## config.mk

```make
export PLATFORM = sky130hd
export DESIGN_NAME = rename_unit
export DESIGN_NICKNAME = d
export VERILOG_FILES = /design/src/rtl/rename_unit_pkg.sv /design/src/rtl/rename_free_list.sv /design/src/rtl/rename_unit.sv
export SDC_FILE = /design/constraint.sdc
export NUM_CORES = 2
export LEC_CHECK = 0
export CELL_PAD_IN_SITES_DETAIL_PLACEMENT = 1
export CELL_PAD_IN_SITES_GLOBAL_PLACEMENT = 2
export CORE_MARGIN = 2
export CORE_UTILIZATION = 40
export DETAILED_ROUTE_END_ITERATION = 8
export GPL_TIMING_DRIVEN = 0
export PLACE_DENSITY = 0.87
export SYNTH_ARGS = -nofsm -noshare
export SYNTH_HDL_FRONTEND = slang
export SYNTH_SLANG_ARGS = --single-unit
```

## constraint.sdc

```tcl
create_clock -name clk -period 14.7 [get_ports clk]
set_input_delay 3.675 -clock clk [delete_from_list [all_inputs] [get_ports clk]]
set_output_delay 3.675 -clock clk [all_outputs]
set_load 0.005 [all_outputs]
```

## src/rtl/rename_unit_pkg.sv

```systemverilog
// Shared types for the Qu register-rename stage. uop_t register fields are sized
// for the largest supported physical file; smaller configurations zero-extend.
package qu_rename;

  localparam int QU_LOG_RF_DEPTH = 32;
  localparam int QU_PHY_RF_DEPTH = 128;
  localparam int QU_LOG_ADDR_W   = $clog2(QU_LOG_RF_DEPTH);
  localparam int QU_PHY_ADDR_W   = $clog2(QU_PHY_RF_DEPTH);
  localparam int QU_PAYLOAD_W    = 16;

  typedef logic [QU_PHY_ADDR_W-1:0] phy_addr_t;
  typedef logic [QU_LOG_ADDR_W-1:0] log_addr_t;

  localparam phy_addr_t PHY_ZERO = '0;

  typedef struct packed {
    logic [QU_PAYLOAD_W-1:0] payload;
    logic                    rd_valid;
    logic                    rs1_valid;
    logic                    rs2_valid;
    phy_addr_t               rd;
    phy_addr_t               rs1;
    phy_addr_t               rs2;
  } uop_t;

endpackage

```

## src/rtl/rename_free_list.sv

```systemverilog
// Circular free list of physical registers with a speculative allocation head,
// a committed head, a tail fed by commits, and single-cycle flush restore.
module rename_free_list
  import qu_rename::*;
#(
  parameter int  LOG_RF_DEPTH      = QU_LOG_RF_DEPTH,
  parameter int  PHY_RF_DEPTH      = QU_PHY_RF_DEPTH,
  localparam int FL_DEPTH          = PHY_RF_DEPTH - LOG_RF_DEPTH,
  localparam int PTR_W             = $clog2(FL_DEPTH),
  localparam int CNT_W             = $clog2(FL_DEPTH + 1),
  localparam int PHY_RF_ADDR_WIDTH = $clog2(PHY_RF_DEPTH)
) (
  input  logic                         clk,
  input  logic                         rst_n,
  input  logic                         alloc_en,
  output logic [PHY_RF_ADDR_WIDTH-1:0] alloc_pd,
  input  logic                         commit_en,
  input  logic [PHY_RF_ADDR_WIDTH-1:0] commit_pd_old,
  input  logic                         flush,
  output logic [CNT_W-1:0]             free_count
);

  typedef logic [PTR_W-1:0]             ptr_t;
  typedef logic [PHY_RF_ADDR_WIDTH-1:0] pd_t;
  typedef logic [CNT_W-1:0]             cnt_t;

  localparam ptr_t PTR_LAST = ptr_t'(FL_DEPTH - 1);
  localparam cnt_t CNT_FULL = cnt_t'(FL_DEPTH);

  // Compare-and-reset keeps non-power-of-two depths wrapping correctly.
  function automatic ptr_t ptr_inc(input ptr_t p);
    return (p == PTR_LAST) ? '0 : p + ptr_t'(1);
  endfunction

  pd_t  fl_q [FL_DEPTH];
  pd_t  fl_d [FL_DEPTH];
  ptr_t spec_head_q, spec_head_d;
  ptr_t commit_head_q, commit_head_d;
  ptr_t tail_q, tail_d;
  cnt_t free_count_q, free_count_d;
  cnt_t used;

  always_comb begin
    fl_d          = fl_q;
    spec_head_d   = spec_head_q;
    commit_head_d = commit_head_q;
    tail_d        = tail_q;
    free_count_d  = free_count_q;
    used          = '0;
    if (commit_en) begin
      fl_d[tail_q]  = commit_pd_old;
      tail_d        = ptr_inc(tail_q);
      commit_head_d = ptr_inc(commit_head_q);
    end
    if (flush) begin
      // Restore to the committed view, including this cycle's commit.
      spec_head_d = commit_head_d;
      if (tail_d >= commit_head_d)
        used = cnt_t'(tail_d) - cnt_t'(commit_head_d);
      else
        used = CNT_FULL - (cnt_t'(commit_head_d) - cnt_t'(tail_d));
      free_count_d = CNT_FULL - used;
    end else begin
      if (alloc_en)
        spec_head_d = ptr_inc(spec_head_q);
      free_count_d = free_count_q + cnt_t'(commit_en) - cnt_t'(alloc_en);
    end
  end

  always_ff @(posedge clk) begin
    if (!rst_n) begin
      for (int i = 0; i < FL_DEPTH; i++)
        fl_q[i] <= pd_t'(LOG_RF_DEPTH + i);
      spec_head_q   <= '0;
      commit_head_q <= '0;
      tail_q        <= '0;
      free_count_q  <= CNT_FULL;
    end else begin
      fl_q          <= fl_d;
      spec_head_q   <= spec_head_d;
      commit_head_q <= commit_head_d;
      tail_q        <= tail_d;
      free_count_q  <= free_count_d;
    end
  end

  assign alloc_pd   = fl_q[spec_head_q];
  assign free_count = free_count_q;

  // A commit with nothing in flight would push the tail past the committed head.
  a_no_tail_overrun: assert property (@(posedge clk) disable iff (!rst_n)
    !(commit_en && !alloc_en && free_count_q == CNT_FULL));

endmodule

```

## src/rtl/rename_unit.sv

```systemverilog
// Register-rename stage: speculative and committed RATs, valid/ready handshake,
// one-deep output register, commit-driven freeing and single-cycle flush.
module rename_unit
  import qu_rename::*;
#(
  parameter int  LOG_RF_DEPTH      = QU_LOG_RF_DEPTH,
  parameter int  PHY_RF_DEPTH      = QU_PHY_RF_DEPTH,
  localparam int FL_DEPTH          = PHY_RF_DEPTH - LOG_RF_DEPTH,
  localparam int LOG_RF_ADDR_WIDTH = $clog2(LOG_RF_DEPTH),
  localparam int PHY_RF_ADDR_WIDTH = $clog2(PHY_RF_DEPTH),
  localparam int CNT_W             = $clog2(FL_DEPTH + 1)
) (
  input  logic                         clk,
  input  logic                         rst_n,
  input  logic                         in_valid,
  output logic                         in_ready,
  input  uop_t                         uop_in,
  output logic                         out_valid,
  input  logic                         out_ready,
  output uop_t                         uop_out,
  output logic [PHY_RF_ADDR_WIDTH-1:0] pd_old,
  input  logic                         commit_en,
  input  logic [LOG_RF_ADDR_WIDTH-1:0] commit_rd,
  input  logic [PHY_RF_ADDR_WIDTH-1:0] commit_pd,
  input  logic [PHY_RF_ADDR_WIDTH-1:0] commit_pd_old,
  input  logic                         flush,
  output logic                         busy_table_wr_en,
  output logic [PHY_RF_ADDR_WIDTH-1:0] busy_table_wr_addr,
  output logic                         busy_table_data_out
);

  typedef logic [PHY_RF_ADDR_WIDTH-1:0] pd_t;
  typedef logic [LOG_RF_ADDR_WIDTH-1:0] lr_t;

  pd_t  spec_rat_q   [LOG_RF_DEPTH];
  pd_t  spec_rat_d   [LOG_RF_DEPTH];
  pd_t  commit_rat_q [LOG_RF_DEPTH];
  pd_t  commit_rat_d [LOG_RF_DEPTH];
  logic out_valid_q, out_valid_d;
  uop_t uop_q, uop_d;
  pd_t  pd_old_q, pd_old_d;

  logic             accept;
  logic             alloc_en;
  logic             commit_valid;
  pd_t              alloc_pd;
  logic [CNT_W-1:0] free_count;
  lr_t              rd_log, rs1_log, rs2_log;

  assign rd_log  = lr_t'(uop_in.rd);
  assign rs1_log = lr_t'(uop_in.rs1);
  assign rs2_log = lr_t'(uop_in.rs2);

  assign in_ready     = rst_n && !flush && (!out_valid_q || out_ready) && (free_count != '0);
  assign accept       = in_valid && in_ready;
  assign alloc_en     = accept && uop_in.rd_valid && (uop_in.rd != PHY_ZERO);
  assign commit_valid = commit_en && (commit_rd != '0);

  rename_free_list #(
    .LOG_RF_DEPTH (LOG_RF_DEPTH),
    .PHY_RF_DEPTH (PHY_RF_DEPTH)
  ) u_free_list (
    .clk           (clk),
    .rst_n         (rst_n),
    .alloc_en      (alloc_en),
    .alloc_pd      (alloc_pd),
    .commit_en     (commit_valid),
    .commit_pd_old (commit_pd_old),
    .flush         (flush),
    .free_count    (free_count)
  );

  always_comb begin
    spec_rat_d   = spec_rat_q;
    commit_rat_d = commit_rat_q;
    out_valid_d  = out_valid_q;
    uop_d        = uop_q;
    pd_old_d     = pd_old_q;
    if (commit_valid)
      commit_rat_d[commit_rd] = commit_pd;
    if (flush) begin
      spec_rat_d  = commit_rat_d;
      out_valid_d = 1'b0;
    end else if (accept) begin
      // Sources read the pre-update map, so rs == rd sees the old mapping.
      uop_d = uop_in;
      if (uop_in.rs1_valid)
        uop_d.rs1 = phy_addr_t'(spec_rat_q[rs1_log]);
      if (uop_in.rs2_valid)
        uop_d.rs2 = phy_addr_t'(spec_rat_q[rs2_log]);
      uop_d.rd = PHY_ZERO;
      pd_old_d = '0;
      if (alloc_en) begin
        uop_d.rd           = phy_addr_t'(alloc_pd);
        pd_old_d           = spec_rat_q[rd_log];
        spec_rat_d[rd_log] = alloc_pd;
      end
      out_valid_d = 1'b1;
    end else if (out_ready) begin
      out_valid_d = 1'b0;
    end
  end

  always_ff @(posedge clk) begin
    if (!rst_n) begin
      for (int i = 0; i < LOG_RF_DEPTH; i++) begin
        spec_rat_q[i]   <= pd_t'(i);
        commit_rat_q[i] <= pd_t'(i);
      end
      out_valid_q <= 1'b0;
      uop_q       <= '0;
      pd_old_q    <= '0;
    end else begin
      spec_rat_q   <= spec_rat_d;
      commit_rat_q <= commit_rat_d;
      out_valid_q  <= out_valid_d;
      uop_q        <= uop_d;
      pd_old_q     <= pd_old_d;
    end
  end

  assign out_valid           = out_valid_q;
  assign uop_out             = uop_q;
  assign pd_old              = pd_old_q;
  assign busy_table_wr_en    = alloc_en;
  assign busy_table_wr_addr  = alloc_en ? alloc_pd : '0;
  assign busy_table_data_out = 1'b1;

endmodule

```

After elaboration in Yosys (flattened, before gate mapping)
Index checks and enable logic that the tools add are counted.

word-level totals
  input bits = 65
  output and inout bits = 58
  word-level logic and storage cells = 266
  register bits after elaboration = 1,196

cells by class
  order comparisons = 10
  add/sub/neg operators = 9
  muxes and demuxes = 41
  bitwise logic cells = 8
  reduce and logical (&&, ||, !) cells = 22
  equality and inequality tests = 3

operator list
  operator               count
  $mux W224              4
  $bwmux W672            1
  $bwmux W224            2
  $mux W7                25
  $bmux W7 S5            3
  $demux W7 S5           2
  $bmux W7 S7            1
  $demux W7 S7           1
  $ge A6 B6 Y1 const B   4
  $not A5 Y6             4
  $add A7 B1 Y7 const B  3
  $eq A7 B7 Y1 const B   3
  $ge A8 B8 Y1 const B   2
  $not A7 Y8             2
  $reduce_bool A7 Y1     2
  $sub A7 B7 Y7          2
  $sub A7 B7 Y7 const A  2
  $lt A6 B1 Y1 const B   2
  $logic_and A1 B1 Y1    10
  $lt A8 B1 Y1 const B   1
  $add A7 B1 Y7          1
  $ge A7 B7 Y1           1
  $sub A7 B1 Y7          1
  $reduce_bool A2 Y1     3
  other kinds (7)        11

Logic depth before layout (Yosys ltp)
  depth in word-level cells = 10
  depth in mapped cells = 19
  gate-level depth less buffers = 18

Cells and area by module
From an unflattened synthesis, not the netlist that was laid out.

second synthesis, totals
  cells, all modules = 6,270
  area, all modules = 57,406.3 um^2

by module, submodules not included
  module            times used  cells an instance  area an instance (um^2)  seq. area each (um^2)
  rename_free_list  1           3,739              32,042.0                 14,013.4
  rename_unit       1           2,531              25,364.3                 9,929.5

Worst setup path after synthesis
OpenSTA, ideal clock, no wires.

  path type = in2out
  from = input uop_in[16] (netlist name)
  to = output busy_table_wr_addr[4]
  path buffers = 3
  path slack = 5.480 ns
  required time = 11.025 ns
  cell stages on the path = 10
  arrival = 5.545 ns
  cells stage by stage = nor3_2 -> nand3_1 -> and3_1 -> and2_1 -> buf_1 -> a22oi_1 -> and3_1 -> clkbuf_1 -> clkbuf_1 -> inv_1

on the way
  word-level cells in the longest chain between the ends = 3

ends and longest elaborated chain
  element              RTL line            source
  start: declaration   rename_unit.sv:17   input uop_t uop_in,
  $reduce_bool A7 Y1   rename_unit.sv:56   assign alloc_en = accept && uop_in.rd_valid && (uop_in.rd != PHY_ZERO);
  $logic_and A1 B1 Y1  rename_unit.sv:56
  $mux W7              rename_unit.sv:126  assign busy_table_wr_addr = alloc_en ? alloc_pd : '0;
  end: declaration     rename_unit.sv:28   output logic [PHY_RF_ADDR_WIDTH-1:0] busy_table_wr_addr,

Every way passes these cells.

Worst setup path in the final report
  from = input rst_n
  to = output busy_table_wr_addr[4]

on the way
  word-level cells in the longest chain between the ends = 7

ends and longest elaborated chain
  element                            RTL line            source
  start: declaration                 rename_unit.sv:14   input logic rst_n,
  $logic_and A1 B1 Y1 (3 in series)  rename_unit.sv:54   assign in_ready = rst_n && !flush && (!out_valid_q || out_ready) && (free_count != '0);
  $logic_and A1 B1 Y1                rename_unit.sv:55   assign accept = in_valid && in_ready;
  $logic_and A1 B1 Y1 (2 in series)  rename_unit.sv:56
  $mux W7                            rename_unit.sv:126

Every way passes these cells.

==> results_dict.tcl <==
set metrics [dict create \
    swShare_pct 28.1 \
    vias 54638 \
    power_mw 7.79 \
    synth_area_per_cell_um2 9.12 \
    synth_fa_ha_area_share_pct 0.865 \
    min_to "u_free_list.fl_q[556]" \
    ys_ff_latch 1196 \
    antenna_found_initial 17 \
    seqPwrFrac_pct 42.5 \
    slowest_stage "nand3_1" \
    maxCapViolCount 16 \
    report.final.slew_viol_count 145 \
    drt_iter0_drc 6751 \
    clock_sinks 1196 \
    synth_simple_gate_area_share_pct 18.8 \
    grt_pass1_vias 54392 \
    relSlewSlack_pct -9.99 \
    finalSetupViolations 0 \
    min_from "u_free_list.fl_q[556]" \
    postCtsHoldBufs 0 \
    yosysWarnings 0 \
    synth.largest_area_cell "dfxtp_1" \
    dpl_cell_area_um2 58700 \
    ys_seq_area_share_pct 43.3 \
    setup_tns_ns 0 \
    hp-class "reg2reg" \
    synth-compound-area-share_pct 13.4 \
    synth_area_leaders "dfxtp_1 (43%), mux4_2 (15%), nand2_1 (9.0%), nand3_1 (5.0%), a21oi_1 (3.6%)" \
    violations "max-capacitance violations, max-slew violations" \
    first_pass_iters 8 \
    clockBufferDepth 3 \
    synth_top_family_by_area "multiplexers" \
    grt_max_degree 17 \
    crit_type "in2out" \
    p_comb_share_pct 12.0 \
    fp-row-count 136 \
    yosysMostFrequentCell "nand2_1" \
    stdcell_count 8218 \
    power.leakage_nw 22.6 \
    rsz0062_at_grt "no" \
    cp_max_fo 11 \
    power.density_nw_per_um2 123 \
    power_switching_mw 2.19 \
    hold_viol 0 \
    worstPathCellList "clkdlybuf4s50_1, nor2b_1, o2111a_1, clkbuf_1, nand3_1, inv_2, nand2_1, and3_1, clkbuf_1, clkbuf_1, inv_1, clkdlybuf4s50_1" \
    dr_wl_met2_um 131000 \
    fin_area_um2 63300 \
    synth_top_cell_area_share_pct 43.3 \
    gp_congestion 1.15 \
    ys_types 71 \
    cts_tree "yes" \
    h-tree-depth 4 \
    syn-cell-area_um2 55200 \
    synth_edf_count 0 \
    worstPathRequired_ns 11.02 \
    muxShareOfSynthArea_pct 19.3 \
    cts_setup_buffers 0 \
    synth_ff_type "dfxtp_1" \
    ios 123 \
    fmax_ghz 0.0734 \
    start_util_pct 40.2 \
    clock_power_share_pct 45.5 \
    met1_length_um 106000 \
    async_reset_ff_share_pct 0 \
    post_drt_wl_per_cell_um 36.6 \
    die_w_um 376 \
    root_buffer "clkbuf_16" \
    hpwl_um 214000 \
    n_fill_cell 15798 \
    drc_errors 0 \
    synth_common_cells "nand2_1 (1,323), dfxtp_1 (1,196), nand3_1 (550)" \
    die_h_um 376 \
    postLayoutCoreUtil_pct 46.1 \
    hold_depth 2 \
    clk_pin_slew_ns 0.05 \
    cts_made_buffers 140 \
    finalCriticalPeriod_ns 13.63 \
    synth_xor_area_share_pct 0.412 \
    antenna_left 0 \
    top_layer_used "met5" \
    insertion_delay_ns 0.80 \
    syn_inst 6058 \
    r2r-start "u_free_list.spec_head_q[1]" \
    startpoint_type "input pin" \
    viasPerCell 6.65 \
    coreArea_um2 137000 \
    fin_skew_ns 0.0300 \
    peakVddDrop_uv 103 \
    reg2reg_depth 9 \
    dieArea_um2 141000 \
    area_growth_syn_to_layout_pct 14.6 \
    syn_nets 6157 \
    crit_top_cell "clkbuf_1" \
    tightest_slew_ns 1.64 \
    fin_crit_sh_pct 92.7 \
    grt_pass1_wl_um 416000 \
    wl_um 300000 \
    arrival_ns 9.96 \
    r2r_setup_slack_ns 8.07 \
    outcome "finished, violations left" \
    intPower_mw 5.60 \
    overflow 0 \
    wl_met3_um 30500 \
    post_cts_resized 0 \
    slowest_delay_ns 0.88 \
    dpl.cell_count 7966 \
    cp-startpoint "rst_n" \
    final_layout_size_suffix_gt1_share_pct 11.6 \
    nNetsFinal 6416 \
    reg2reg_to "spec_rat_q[3]" \
    grt_usage_pct 41.8 \
    port_buffers 103 \
    end_kind "output port" \
]
==> sequential cells by signal, summed over array words and instances, names as in the netlist <==
register	count
u_free_list.fl_q	672
commit_rat_q	224
spec_rat_q	224
uop_out	40
pd_old	7
u_free_list.commit_head_q	7
u_free_list.free_count	7
u_free_list.spec_head_q	7
u_free_list.tail_q	7
out_valid	1
==> cells in the final DEF, fill, tap and decap left out, drive strengths merged, types with 32 or more instances in the layout <==
master	instances
o2bb2ai	102
nand3	550
and2	73
mux2i	154
clkbuf	569
clkdlybuf4s50	103
a22oi	186
o22ai	116
nor2	365
mux4	374
mux2	60
nor3	32
inv	44
buf	162
nand2	1323
dfxtp	1196
a21oi	398
o21ai	364
==> worst max-delay path: cells and delay by family <==
family | cells | cell delay, ns
buffers and inverters | 7 | 3.79
and+or+nand+nor | 4 | 2.05
AOI/OAI and AO/OA | 1 | 0.41
==> routing by layer <==
metal  track usage (%)  up-vias
met4              38.6       14
met1              48.4    27620
met2              63.1     3560
met3              10.9     1236
li1                  -    22208
met5                 0        -
==> cell families (layout without fill, tap and decap cells) <==
logic type | Yosys count | in the layout
and+or+nand+nor | 2436 | 2436
AOI/OAI and AO/OA | 1232 | 1232
DFF | 1196 | 1196
muxes | 588 | 588
buffers and inverters | 545 | 905
adders and majority gates | 34 | 34
xor gates and xnor gates | 26 | 26
other | 1 | 7
==> per-stage QoR <==
| stage | hold slack (ns) | worst slack [ns] |
|---|---|---|
| after CTS | 0.454 | 1.26 |
| final | 0.453 | 1.07 |
| after global routing | 0.473 | 1.14 |
| after global placement | 0.438 | 1.39 |
| after detailed placement | 0.447 | 1.29 |
| after floorplan | 0.433 | 5.48 |
==> how the worst max path moves through the flow <==
stage                     depth (start not counted)  slack (ns)                     to
after floorplan                                  10        5.48  busy_table_wr_addr[4]
after global placement                           12        1.39  busy_table_wr_addr[4]
after detailed placement                         12        1.29  busy_table_wr_addr[4]
after CTS                                        12        1.26  busy_table_wr_addr[4]
after global routing                             12        1.14  busy_table_wr_addr[4]
final                                            12        1.07  busy_table_wr_addr[4]
==> power by group through the flow <==
stage               clock (mW)  combinational (mW)  sequential (mW)
floorplan                    0               0.484             3.37
global placement             0               0.874             3.38
detailed placement           0               0.889             3.38
CTS                       3.55               0.893             3.31
global route              3.68               0.948             3.31
finish                    3.55               0.932             3.31
==> area by class of cell <==
type                    count  area [um^2]  area share, %
plain buffers             508         2050           3.25
multi-input cells        4317        29200           46.1
well taps                1794         2240           3.55
diodes                      6         15.0         0.0237
repair buffers            117         1200           1.89
clock inverters            34          364          0.575
inverters                  37          139          0.219
clock buffers             209         4150           6.56
flip-flops and latches   1196        23900           37.8
No activity file was read; power rests on OpenSTA's default activity.
